[config.mk]
export PLATFORM = sky130hd
export DESIGN_NAME = decode_queue
export DESIGN_NICKNAME = d
export VERILOG_FILES = /design/src/rtl/decode_queue.sv
export SDC_FILE = /design/constraint.sdc
export NUM_CORES = 1
export LEC_CHECK = 0
export CORE_MARGIN = 2
export CORE_UTILIZATION = 58
export CTS_CLUSTER_DIAMETER = 30
export CTS_CLUSTER_SIZE = 28
export DETAILED_ROUTE_END_ITERATION = 7
export DONT_BUFFER_PORTS = 1
export PLACE_DENSITY = 0.76
export SETUP_SLACK_MARGIN = 0.05
export SLEW_MARGIN = 20
export SYNTH_ARGS = -nofsm -noshare
export SYNTH_HDL_FRONTEND = slang
export SYNTH_SLANG_ARGS = --single-unit
[constraint.sdc]
create_clock -name clk_in -period 5.3 [get_ports clk_in]
set_clock_uncertainty 0.1 [all_clocks]
set_input_delay 1.06 -clock clk_in [delete_from_list [all_inputs] [get_ports clk_in]]
set_output_delay 1.06 -clock clk_in [all_outputs]
set_load 0.02 [all_outputs]
[src/rtl/decode_queue.sv]
// Fetch-to-dispatch decode queue: a small instruction FIFO whose head entry is
// decoded combinationally into a unit-tagged bundle for ROB / RS / LSB dispatch.
module decode_queue #(
    parameter int DEPTH  = 4,
    parameter int ADDR_W = 32
) (
    input  logic                       clk_in,
    input  logic                       rst_in,
    input  logic                       rdy_in,
    input  logic                       flush_in,
    input  logic                       inst_valid,
    input  logic [ADDR_W-1:0]          inst_addr,
    input  logic [31:0]                inst_data,
    output logic                       inst_ready,
    output logic                       out_valid,
    input  logic                       out_ready,
    output logic [ADDR_W-1:0]          out_addr,
    output logic [1:0]                 out_unit,
    output logic [4:0]                 out_type,
    output logic [4:0]                 out_rd,
    output logic [4:0]                 out_rs1,
    output logic [4:0]                 out_rs2,
    output logic                       out_use_rd,
    output logic                       out_use_rs1,
    output logic                       out_use_rs2,
    output logic [31:0]                out_imm,
    output logic [ADDR_W-1:0]          out_next_pc,
    output logic [ADDR_W-1:0]          out_target,
    output logic [$clog2(DEPTH):0]     count
);

    localparam int PTR_W = $clog2(DEPTH);
    localparam int CNT_W = PTR_W + 1;

    typedef enum logic [6:0] {
        OP_LOAD    = 7'b0000011,
        OP_ARITH_I = 7'b0010011,
        OP_AUIPC   = 7'b0010111,
        OP_STORE   = 7'b0100011,
        OP_ARITH_R = 7'b0110011,
        OP_LUI     = 7'b0110111,
        OP_BRANCH  = 7'b1100011,
        OP_JALR    = 7'b1100111,
        OP_JAL     = 7'b1101111
    } opcode_e;

    typedef enum logic [1:0] {
        UNIT_ROB = 2'd0,
        UNIT_RS  = 2'd1,
        UNIT_LSB = 2'd2,
        UNIT_ILL = 2'd3
    } unit_e;

    logic [ADDR_W-1:0] addr_mem_q [DEPTH];
    logic [31:0]       data_mem_q [DEPTH];
    logic [PTR_W-1:0]  head_q, head_d;
    logic [PTR_W-1:0]  tail_q, tail_d;
    logic [CNT_W-1:0]  count_q, count_d;

    logic enq;
    logic deq;

    // Full queue refuses input even when the head leaves in the same cycle.
    assign inst_ready = rdy_in && !flush_in && (count_q != CNT_W'(DEPTH));
    assign out_valid  = (count_q != '0);
    assign enq        = inst_valid && inst_ready;
    assign deq        = out_valid && out_ready && rdy_in && !flush_in;
    assign count      = count_q;

    always_comb begin
        head_d  = head_q;
        tail_d  = tail_q;
        count_d = count_q;
        if (rst_in || (rdy_in && flush_in)) begin
            head_d  = '0;
            tail_d  = '0;
            count_d = '0;
        end else begin
            if (enq) tail_d = tail_q + PTR_W'(1);
            if (deq) head_d = head_q + PTR_W'(1);
            case ({enq, deq})
                2'b10:   count_d = count_q + CNT_W'(1);
                2'b01:   count_d = count_q - CNT_W'(1);
                default: count_d = count_q;
            endcase
        end
    end

    always_ff @(posedge clk_in) begin
        head_q  <= head_d;
        tail_q  <= tail_d;
        count_q <= count_d;
    end

    always_ff @(posedge clk_in) begin
        if (rst_in) begin
            for (int unsigned i = 0; i < DEPTH; i++) begin
                addr_mem_q[i] <= '0;
                data_mem_q[i] <= '0;
            end
        end else if (enq) begin
            addr_mem_q[tail_q] <= inst_addr;
            data_mem_q[tail_q] <= inst_data;
        end
    end

    logic [ADDR_W-1:0] head_addr;
    logic [31:0]       head_data;
    logic [6:0]        op;
    logic [2:0]        f3;
    logic [6:0]        f7;
    logic [31:0]       imm_i, imm_s, imm_b, imm_u, imm_j;

    assign head_addr = addr_mem_q[head_q];
    assign head_data = data_mem_q[head_q];
    assign op        = head_data[6:0];
    assign f3        = head_data[14:12];
    assign f7        = head_data[31:25];

    assign imm_i = {{20{head_data[31]}}, head_data[31:20]};
    assign imm_s = {{20{head_data[31]}}, head_data[31:25], head_data[11:7]};
    assign imm_b = {{19{head_data[31]}}, head_data[31], head_data[7],
                    head_data[30:25], head_data[11:8], 1'b0};
    assign imm_u = {head_data[31:12], 12'b0};
    assign imm_j = {{11{head_data[31]}}, head_data[31], head_data[19:12],
                    head_data[20], head_data[30:21], 1'b0};

    unit_e             unit;
    logic [4:0]        typ;
    logic              use_rd, use_rs1, use_rs2;
    logic [31:0]       imm;
    logic [ADDR_W-1:0] target;

    always_comb begin
        unit    = UNIT_ILL;
        typ     = '0;
        use_rd  = 1'b0;
        use_rs1 = 1'b0;
        use_rs2 = 1'b0;
        imm     = '0;
        target  = '0;
        case (op)
            OP_ARITH_R: begin
                unit    = UNIT_RS;
                typ     = {1'b0, f7[5], f3};
                use_rd  = 1'b1;
                use_rs1 = 1'b1;
                use_rs2 = 1'b1;
            end
            OP_ARITH_I: begin
                // Only SRAI carries the alternate bit; ADDI's imm[10] is data.
                unit    = UNIT_RS;
                typ     = {1'b0, (f3 == 3'b101) && f7[5], f3};
                use_rd  = 1'b1;
                use_rs1 = 1'b1;
                imm     = imm_i;
            end
            OP_BRANCH: begin
                unit    = UNIT_RS;
                typ     = {2'b10, f3};
                use_rs1 = 1'b1;
                use_rs2 = 1'b1;
                imm     = imm_b;
                target  = head_addr + ADDR_W'($signed(imm_b));
            end
            OP_LOAD: begin
                unit    = UNIT_LSB;
                typ     = {2'b00, f3};
                use_rd  = 1'b1;
                use_rs1 = 1'b1;
                imm     = imm_i;
            end
            OP_STORE: begin
                unit    = UNIT_LSB;
                typ     = {2'b01, f3};
                use_rs1 = 1'b1;
                use_rs2 = 1'b1;
                imm     = imm_s;
            end
            OP_LUI: begin
                unit    = UNIT_ROB;
                use_rd  = 1'b1;
                imm     = imm_u;
            end
            OP_AUIPC: begin
                unit    = UNIT_ROB;
                use_rd  = 1'b1;
                imm     = imm_u;
                target  = head_addr + ADDR_W'($signed(imm_u));
            end
            OP_JAL: begin
                unit    = UNIT_ROB;
                use_rd  = 1'b1;
                imm     = imm_j;
                target  = head_addr + ADDR_W'($signed(imm_j));
            end
            OP_JALR: begin
                unit    = UNIT_ROB;
                use_rd  = 1'b1;
                use_rs1 = 1'b1;
                imm     = imm_i;
            end
            default: begin
                unit    = UNIT_ILL;
            end
        endcase
    end

    assign out_addr    = head_addr;
    assign out_unit    = unit;
    assign out_type    = typ;
    assign out_use_rd  = use_rd;
    assign out_use_rs1 = use_rs1;
    assign out_use_rs2 = use_rs2;
    assign out_rd      = use_rd  ? head_data[11:7]  : '0;
    assign out_rs1     = use_rs1 ? head_data[19:15] : '0;
    assign out_rs2     = use_rs2 ? head_data[24:20] : '0;
    assign out_imm     = imm;
    assign out_next_pc = head_addr + ADDR_W'(4);
    assign out_target  = target;

endmodule

; ---- Word level (Yosys, flattened, before mapping)
; Memory sizes are Yosys's and may differ from the RTL's. A register that Yosys moved wholly into a read port is not among the register bits.
; Cells that the tools add are included.
[word_totals]
ff_bits = 7
inputBits = 70
mem_bits_rw = 256
out_inout_bits = 158
n_memories = 2
[classes]
reduce_logical = 22
mux = 26
n_eq_ne = 13
addsub = 8
[memory_table]
columns = name, words, width, rd, rd_clocked_by_memory_dff, write_ports, line
row1 = addr_mem_q, 4, 32, 1, 1, 4, 54  ; logic [ADDR_W-1:0] addr_mem_q [DEPTH];
row2 = data_mem_q, 4, 32, 1, 1, 4, 55  ; logic [31:0] data_mem_q [DEPTH];
[ops]
columns = op, count
row1 = 32-bit case mux with 5 select lines, 1
row2 = 32-bit adder, 3
row3 = 32-bit case mux with 3 select lines, 1
row4 = 32-bit 2-to-1 mux, 2
row5 = 32-bit OR reduction, 2
row6 = 32-bit by 3-bit adder with 32-bit output (second input constant), 1
row7 = 5-bit case mux with 5 select lines, 1
row8 = 7-bit by 6-bit equality test with 1-bit output (second input constant), 3
row9 = 7-bit equality test (second input constant), 3
row10 = 5-bit 2-to-1 mux, 3
row11 = 7-bit by 5-bit equality test with 1-bit output (second input constant), 2
row12 = 2-bit 2-to-1 mux, 6
row13 = 1-bit 2-to-1 mux, 10
row14 = 3-bit OR reduction, 3
row15 = 1-bit logical AND, 8
row16 = 7-bit by 2-bit equality test with 1-bit output (second input constant), 1
row17 = 7-bit OR reduction, 1
row18 = 2-bit case mux with 3 select lines, 1
row19 = 3-bit case mux with 2 select lines, 1
row20 = 6-bit OR reduction, 1
row21 = 2-bit by 1-bit adder with 2-bit output (second input constant), 2
row22 = 2-bit OR reduction, 2
row23 = 4-bit OR reduction, 1
row24 = 3-bit by 1-bit adder with 3-bit output (second input constant), 1
row25 = other kinds (9), 9

; ---- Longest topological paths before layout
[logic_depth]
depth_word = 9
ltp_mapped = 20
ltp_nobuf = 17

; ---- Least setup slack after synthesis
; No wires, ideal clock.
[synth_timing]
path_type = register -> output
start = reg with a tool-made name
end = out out_target[25]
t_arrival_ns = 4.650
required_ns = 4.140
setup_slack_ns = -0.510
n_path_buf = 6
path_stages_with_launch = 21
cell_sequence = dfxtp_1 buf_6 buf_6 buf_6 buf_4 buf_4 buf_2 mux4_2 nand2_1 nand2_1 ha_1 fa_1 a21oi_1 o211ai_1 o2bb2ai_1 a211o_1 a31o_2 nor2b_1 a31oi_1 xor2_1 o22ai_1
[synth_lines]
columns = item, line
row1 = to (decl), 28  ; output logic [ADDR_W-1:0] out_target,

==> results by group <==
Final layout
  – Commonest non-fill, non-tap cell in the layout: edfxtp_1
  – Fill count: 1587
  – Post-route cell area: around 19000 µm²
  – Final Util: 0.7392
  – Ant diodes: 0
  – Area delta synth->final: 25.19%
  – Final nets: between 1.5k and 2k
  – Most frequent cells in the layout: 256 x edfxtp_1, 229 x nor2_1, 152 x nand2_1
  – Non-filler cells, final: 1826
  – Proportion of layout cells with a drive suffix above 1: 0.2841

Floorplan
  – Starting Density: 0.5904
  – Placeable Area: around 25000 µm²
  – Area of the die: around 27000 µm²
  – Num ports: about 230
  – Chip Height: 163.9 µm
  – Row cnt: 58
  – DIE WIDTH: roughly 160 µm

Route
  – Initial drt markers: approximately 1.4k
  – Remaining DRCs: 0
  – Via count: between 10k and 15k
  – WL final: just under 50000 µm
  – DRT Pass-1 Iters: 6
  – Post-route ant nets: 0
  – Drt wl/cell: around 27 µm
  – Vias per inst: 6.465

Run status
  – Status: finished, violations left
  – Violated checks: negative setup slack

Global routing
  – Largest net degree at the start of global routing: 66
  – Vias in the first global route: roughly 11k
  – GRT overflow: 0
  – Initial antenna violation count: 1
  – Gr usage total: 0.3564
  – Global-route wire length before repair: 70090 µm

Setup path
  – Crit start category: flop
  – Crit Path Category: reg2out
  – CP arrival: 4630 ps
  – Req. time, crit path: 4140 ps
  – CP Capture Type: output port
  – Critical path fanouts, max: 6

Synth
  – Syn_nets: between 1k and 1.5k
  – Synthesis Warnings: 0
  – Synth cell types: 70
  – Register area share after synthesis: 0.5307
  – Syn_area_per_cell: approximately 11 µm²
  – Post-synth ARST share: 0
  – Main synth FF type: edfxtp_1
  – Synth Instances: around 1.3k
  – Number of synthesized flops with an enable pin: 256
  – Syn Std Cell Area: roughly 15000 µm²
  – Synth Register Bits: 265

Clock network
  – Longest Clk Path Bufs: 3
  – CTS tree: done
  – Root Buffer: clkbuf_16
  – Cts hold-fix bufs: 0
  – H-tree depth: 2
  – Clock transition at path regs: 60 ps
  – CTS sink cnt: around 270
  – Skew-Pair Late Insertion Delay: roughly 520 ps
  – TritonCTS Buffers: 38

Power
  – Switch Pwr: 0.001529 W
  – Reg power frac: 0.415
  – Part of the power in combinational logic: 0.139
  – Total power: between 0.005 and 0.006 W
  – Int Pwr: 0.004272 W
  – Leakage: 7.612 nW
  – Clk pwr share: 0.446
  – Worst vdd ir: around 0.34 mV
  – Pwr dens: ~310 nW/µm²
  – Sw Ratio: 0.2636

Timing
  – Slew headroom: 0.2835
  – Unrepaired setup endpoints after global routing: yes
  – Period minus WS final: 5790 ps
  – Final Hold Vio Count: 0
  – Crit share post-route: 1.092
  – Max Slew Vio Count: 0
  – FMAX: 0.1727 GHz
  – Slew @ Worst Pin: 1066 ps
  – Hold Slack: ~420 ps
  – Finish-stage setup viols: 17
  – Post-route setup slack: -490.0 ps

Placed design
  – GP Congestion: 0.9318
  – Buffers on Ports: 0
  – Placed Area: approximately 16000 µm²
  – Placed cells: roughly 1.7k
  – HPWL Detailed: approximately 31000 µm

Run
  – Max_cap viols: 0

Worst hold path
  – HP Class: reg2reg
-- per-layer routing --
| layer | GRT usage | share of wire |
|---|---|---|
| met4 | 0.1344 | 0.046 |
| met5 | 0 | 0.00033 |
| met2 | 0.5672 | 0.47 |
| met1 | 0.4827 | 0.36 |
| met3 | 0.08081 | 0.12 |
-- layout make-up --
| class | count | area [µm²] | share of cell area |
|---|---|---|---|
| timing repair buffer | 171 | 1531 | 0.08251 |
| clock buffer | 42 | 997.2 | 0.05373 |
| clock inverter | 27 | 310.3 | 0.01672 |
| tap | 330 | 412.9 | 0.02225 |
| inverter | 86 | 322.8 | 0.01739 |
| multi-input combinational | 905 | 7111 | 0.3831 |
| sequential | 265 | 7875 | 0.4243 |
-- cells by family (layout without fill, tap and decap cells) --
kind of cell / Yosys count / after routing / share of synthesized area
and+or+nand+nor: 513 / 513 / 0.1512
DFF: 265 / 265 / 0.5307
AOI/OAI and AO/OA: 198 / 198 / 0.08955
buffers and inverters: 145 / 326 / 0.04102
xor gates and xnor gates: 76 / 76 / 0.04490
muxes: 64 / 64 / 0.09562
adders and majority gates: 54 / 54 / 0.04709
-- power by group through the flow --
stage / sequential [W] / combinational [W] / clock [W]
2_1_floorplan: 0.00244 / 0.000442 / 0
3_3_place_gp: 0.00244 / 0.000653 / 0
3_5_place_dp: 0.00245 / 0.000659 / 0
4_1_cts: 0.00241 / 0.000715 / 0.00259
5_1_grt: 0.00241 / 0.000847 / 0.00269
6_report: 0.00241 / 0.000806 / 0.00259
-- worst max-delay path: stages, from the launching register on --
cell and delay, ps:
dfxtp_4 420, buf_8 130, buf_12 120, buf_12 100, mux4_2 560, ha_4 210, fa_2 350, a21o_1 250
a311oi_4 400, nor4_4 100, o41ai_2 350, nor2b_1 120, a221oi_2 300, xnor2_1 160, a22oi_1 260, o21ai_2 120
buf_6 170
-- repair_timing --
action | CTS | global route
setup endpoints to repair | 27 | 23
cloned | 2 | 0
pin swaps | 39 | 50
setup buffers | 21 | 29
gates resized for setup | 84 | 81
-- flip-flops by register name, summed over array words and instances, names as in the netlist, named ones only --
signal,count
head_q,2
data_mem_q,128
addr_mem_q,128
tail_q,2
count,3
-- cells in the mapped netlist (5+ instances only) --
cell	number	area, µm²
nand4_1	7	43.79
xnor2_1	45	394.1
o22ai_1	15	93.84
and3_1	9	56.30
a31oi_1	7	43.79
clkbuf_1	37	138.9
nor3_1	6	30.03
a21o_1	39	292.8
xor2_1	31	271.5
or3_1	5	31.28
edfxtp_1	256	7687
mux4_2	62	1396
ha_1	51	638.1
and2_1	16	100.1
buf_2	9	45.04
nor2b_1	20	125.1
o21bai_1	9	67.56
nor2_1	233	874.6
inv_1	86	322.8
dfxtp_1	9	180.2
nand3_1	19	95.09
nand2_1	167	626.9
o21ai_0	38	190.2
buf_4	6	45.04
a22o_1	7	61.31
a21oi_1	43	215.2
nand2b_1	9	56.30
-- stage by stage --
| step | setup WS [ps] | setup TNS [ps] |
|---|---|---|
| 6_report | -490.0 | -4817 |
| 5_1_grt | -616.6 | -6992 |
| 4_1_cts | -487.8 | -4524 |
| 3_5_place_dp | -212.7 | -600.9 |
| 3_3_place_gp | -171.3 | -331.5 |
| 2_1_floorplan | -409.0 | -78530 |
-- path summary, 6_finish.rpt --
check                           slack, ps  cells after the start                         endpoint              startpoint
worst max-delay path                 -490                     16                   out_target[30]                    flop
worst min-delay path                  420                      2                             flop  head_q[1]$_SDFFE_PP0P_
worst max register to register       1570                      7  addr_mem_q[1][20]$_SDFFCE_PN0P_   count[0]$_SDFFE_PP0P_
worst min register to register        420                      2                             flop  head_q[1]$_SDFFE_PP0P_
Note: power is estimated with default switching activity, not from simulation.
